File: config.mk
export PLATFORM = sky130hd
export DESIGN_NAME = clk_divider_multi
export DESIGN_NICKNAME = d
export VERILOG_FILES = /design/src/rtl/clk_divider_multi.sv
export SDC_FILE = /design/constraint.sdc
export NUM_CORES = 1
export LEC_CHECK = 0
export ABC_AREA = 1
export CAP_MARGIN = 20
export CELL_PAD_IN_SITES_DETAIL_PLACEMENT = 1
export CELL_PAD_IN_SITES_GLOBAL_PLACEMENT = 2
export CORE_MARGIN = 2
export CORE_UTILIZATION = 31
export CTS_CLUSTER_DIAMETER = 40
export DETAILED_ROUTE_END_ITERATION = 16
export PLACE_DENSITY_LB_ADDON = 0.2
export SKIP_CTS_REPAIR_TIMING = 1
export SLEW_MARGIN = 5
export SYNTH_ARGS = -nofsm -noshare
export SYNTH_HDL_FRONTEND = slang
export SYNTH_SLANG_ARGS = --single-unit
File: constraint.sdc
create_clock -name clk -period 2.5 [get_ports clk]
set_clock_uncertainty 0.2 [all_clocks]
set_input_delay 0.75 -clock clk [delete_from_list [all_inputs] [get_ports clk]]
set_output_delay 0.75 -clock clk [all_outputs]
set_load 0.01 [all_outputs]
File: src/rtl/clk_divider_multi.sv
// Multi-channel integer clock divider with glitch-free divisor updates,
// clean start/stop (drain to period end), per-period tick and shared sync restart.
module clk_divider_multi #(
  parameter int NCH   = 2,
  parameter int WIDTH = 13
) (
  input  logic                 clk,
  input  logic                 rst_n,
  input  logic [NCH*WIDTH-1:0] div_i,
  input  logic [NCH-1:0]       en_i,
  input  logic                 sync_i,
  output logic [NCH-1:0]       clk_o,
  output logic [NCH-1:0]       tick_o,
  output logic [NCH-1:0]       run_o
);

  typedef enum logic [1:0] {IDLE, RUN, DRAIN} state_t;

  for (genvar k = 0; k < NCH; k++) begin : g_ch
    state_t           state;
    logic [WIDTH-1:0] cnt;
    logic [WIDTH-1:0] ndiv;
    logic [WIDTH-1:0] div_in;
    logic [WIDTH-1:0] neff_in;
    logic [WIDTH-1:0] cnt_inc;
    logic [WIDTH-1:0] high;
    logic             last;
    logic             start;
    logic             stop;
    logic             clk_q;
    logic             tick_q;
    logic             run_q;

    // High phase is ceil(N/2), formed without the N+1 that could overflow WIDTH bits.
    always_comb begin
      div_in  = div_i[k*WIDTH +: WIDTH];
      neff_in = (div_in < WIDTH'(2)) ? WIDTH'(2) : div_in;
      cnt_inc = cnt + WIDTH'(1);
      high    = (ndiv >> 1) + {{(WIDTH-1){1'b0}}, ndiv[0]};
      last    = (cnt == ndiv - WIDTH'(1));
      start   = (sync_i && en_i[k]) ||
                (!sync_i && state == IDLE && en_i[k]) ||
                (!sync_i && state != IDLE && last && (en_i[k] || state == RUN));
      stop    = (sync_i && !en_i[k]) ||
                (!sync_i && state == IDLE && !en_i[k]) ||
                (!sync_i && state == DRAIN && last && !en_i[k]);
    end

    // A new period (with divisor reload) starts on enable, wrap or sync; a
    // channel that loses enable in RUN finishes one full period in DRAIN.
    always_ff @(posedge clk or negedge rst_n) begin
      if (!rst_n) begin
        state  <= IDLE;
        cnt    <= '0;
        ndiv   <= WIDTH'(2);
        clk_q  <= 1'b0;
        tick_q <= 1'b0;
        run_q  <= 1'b0;
      end else if (start) begin
        state  <= en_i[k] ? RUN : DRAIN;
        cnt    <= '0;
        ndiv   <= neff_in;
        clk_q  <= 1'b1;
        tick_q <= 1'b1;
        run_q  <= 1'b1;
      end else if (stop) begin
        state  <= IDLE;
        cnt    <= '0;
        clk_q  <= 1'b0;
        tick_q <= 1'b0;
        run_q  <= 1'b0;
      end else begin
        state  <= en_i[k] ? RUN : DRAIN;
        cnt    <= cnt_inc;
        clk_q  <= (cnt_inc < high);
        tick_q <= 1'b0;
        run_q  <= 1'b1;
      end
    end

    assign clk_o[k]  = clk_q;
    assign tick_o[k] = tick_q;
    assign run_o[k]  = run_q;
  end

endmodule

==> metrics.txt <==
core area 15700 sq um; port buffer count 36; clk slew on worst S/H paths 60 ps; maximum vdd drop 0.281 mV; power density cells 567 nW/um^2; post-DR wirelength/cell 14.7 microns; final-stage net count 858; first-pass GRT wire length 23.9 mm; Reg area 1560 sq um; cells after synthesis 695; largest net degree at the start of global routing 63; CP startpoint kind flip-flop; 1st-iter DRT viols 111; Slew Viols, Final 0; Setup Crit Path Kind reg2reg; status complete, but fails checks; RSZ-0062 raised after global routing true; leakage power 3.46 nW; Clock Sink Count 62; critical path arrival 2830 ps; setup ws final -250 ps; Vias/cell 4.71; cell area after layout 6790 sq um; top cell type by total area after synthesis dfrtp_1; post-synth top area share 0.305; IO Pins 37; total power 3.85 mW; layout cells sized above 1 0.261; drt pass-1 iters 4; initial core utilization 0.313; syn nets 758; failing checks negative setup slack; Yosys warnings 0; Multi-input gate area 3250 sq um; part of the Yosys area used for sequential elements 0.316; crit path time final 2750 ps; DRC 0; met3 wire length 285 microns; Setup crit end kind flip-flop; Skew-Pair Late Insertion Delay 340 ps; worst slew pin tran 385 ps; top cells by area, synth dfrtp_1 31%, nand2_1 16%, ha_1 8.1%; CTS H-Tree Depth 3; relative slew slack 0.741; wire length on met2 8.37 mm; Horiz. Die Dim 130 microns; Final period util 1.10; Post-Syn Area per Cell 7.07 sq um; worst path required time 2580 ps; row count 46; area grow syn2layout 38.2%; Synth cell types 33; gr ovfl total 0; CTS Buf Count 9; CTS Root Cell clkbuf_16; Max-Cap Viols 0; Cell Area, Synth 4910 sq um; Final Util 0.432; fill count 1958; M1 WL 5.98 mm; initial antenna violation count 0; Post-DP HPWL 11.2 mm; CTS tree built; Yosys reg bits 62; WL final 14.9 mm; dpl cells 984; DIE AREA 16900 sq um; maximum clock rate 364 MHz; Final Hold Fails 0; worst hold path type in2async; vias in the first global route 5129; WHS 214 ps; CP Max Fanout 4; final setup vio count 47; DRT antenna net count 0; # diodes 0; via count 4782; highest layer used for signal routing met4; gpl congestion 0.822; clock buffer depth 2; Placed Area 5910 sq um; GR Util All Layers 0.179; Final Non-Filler Cells 1016; Die H 130 microns
==> power breakdown <==
group | internal (mW) | switching, mW
registers | 1.10 | 0.140
clock network | 0.876 | 0.519
logic | 0.533 | 0.685
total | 2.50 | 1.34
==> flip-flops by register name (all words and copies together), names as in the netlist <==
register and flops:
g_ch.tick_q 2, g_ch.clk_q 2, g_ch.cnt 26, g_ch.state 4, g_ch.ndiv 26, g_ch.run_q 2
==> metal layers <==
metal | global-route usage | vias up
li1 | - | 2364
met1 | 0.199 | 2349
met2 | 0.351 | 51
met3 | 0.0271 | 18
met4 | 0.0462 | 0
met5 | 0 | -
==> cell usage after synthesis, drive strengths merged <==
cell type	n
ha	32
a21oi	16
nor2	75
a21o	1
nor3	9
o21bai	2
o21ai	10
nor4	6
nand3	63
dfrtp	60
nand3b	6
xnor2	16
nand2	223
inv	97
xor2	39
buf	20
a211oi	2
o221ai	2
clkbuf	6
nand4	8
dfstp	2
==> final cells by class <==
| cell class | count | area share |
|---|---|---|
| clock inverters | 7 | 0.0144 |
| repair buffers | 113 | 0.150 |
| inverters | 97 | 0.0558 |
| clock buffers | 9 | 0.0332 |
| flip-flops and latches | 62 | 0.229 |
| multi-input cells | 512 | 0.478 |
| well taps | 216 | 0.0398 |
==> kinds of logic (layout without fill, tap and decap cells) <==
| group | after synthesis | after routing | synth area share |
|---|---|---|---|
| simple gates | 390 | 392 | 0.351 |
| fa+ha+maj | 32 | 32 | 0.0815 |
| flops | 62 | 62 | 0.316 |
| xor+xnor | 55 | 55 | 0.0980 |
| buf+inv | 123 | 226 | 0.115 |
| compound gates | 33 | 33 | 0.0384 |
==> stage by stage <==
stage	setup TNS (ps)	worst slack, ps
2_1_floorplan	-15.3	-15.3
6_report	-5070	-250
3_3_place_gp	-3180	-210
3_5_place_dp	-5620	-292
5_1_grt	-12300	-483
4_1_cts	-7270	-327
==> critical path, stage by stage, from the launching register on <==
cell and delay [ps]:
dfstp_2 550, ha_4 140, ha_4 120, nand2_1 40
nor2_1 80, inv_1 50, nor2_1 80, inv_1 80
nor2_2 100, inv_2 60, o21ai_1 110, o21ai_1 80
ha_1 340, buf_4 160, a211oi_2 200, a21oi_2 80
nor2_1 100, nand2_1 60, nand2_1 70
==> final timing paths <==
kind	cells past startpoint	end	startpoint	slack [ps]
worst min register to register	2	g_ch[1].ndiv[3]	g_ch[1].ndiv[3]	350
worst max register to register	18	g_ch[1].clk_q	g_ch[1].ndiv[1]	-250
worst max-delay path	18	g_ch[1].clk_q	g_ch[1].ndiv[1]	-250
min in group clk	2	g_ch[1].ndiv[3]	g_ch[1].ndiv[3]	350
max in group asynchronous	2	g_ch[1].ndiv[1]	rst_n	1550
worst min-delay path	2	g_ch[0].cnt[11]	rst_n	210
==> placed cells by master (no fill, tap or decap), types with 10 or more instances in the layout <==
cell             count
clkdlybuf4s50_1     35
nor2_2              15
buf_4               67
inv_2               19
nand3_1             56
inv_1               76
nand2_4             17
nand2_2             19
ha_1                26
nand2_1            183
clkbuf_16           10
xor2_1              37
nor2_1              53
dfrtp_1             59
a21oi_1             12
xnor2_1             15
(Power assumes the default switching activity.)
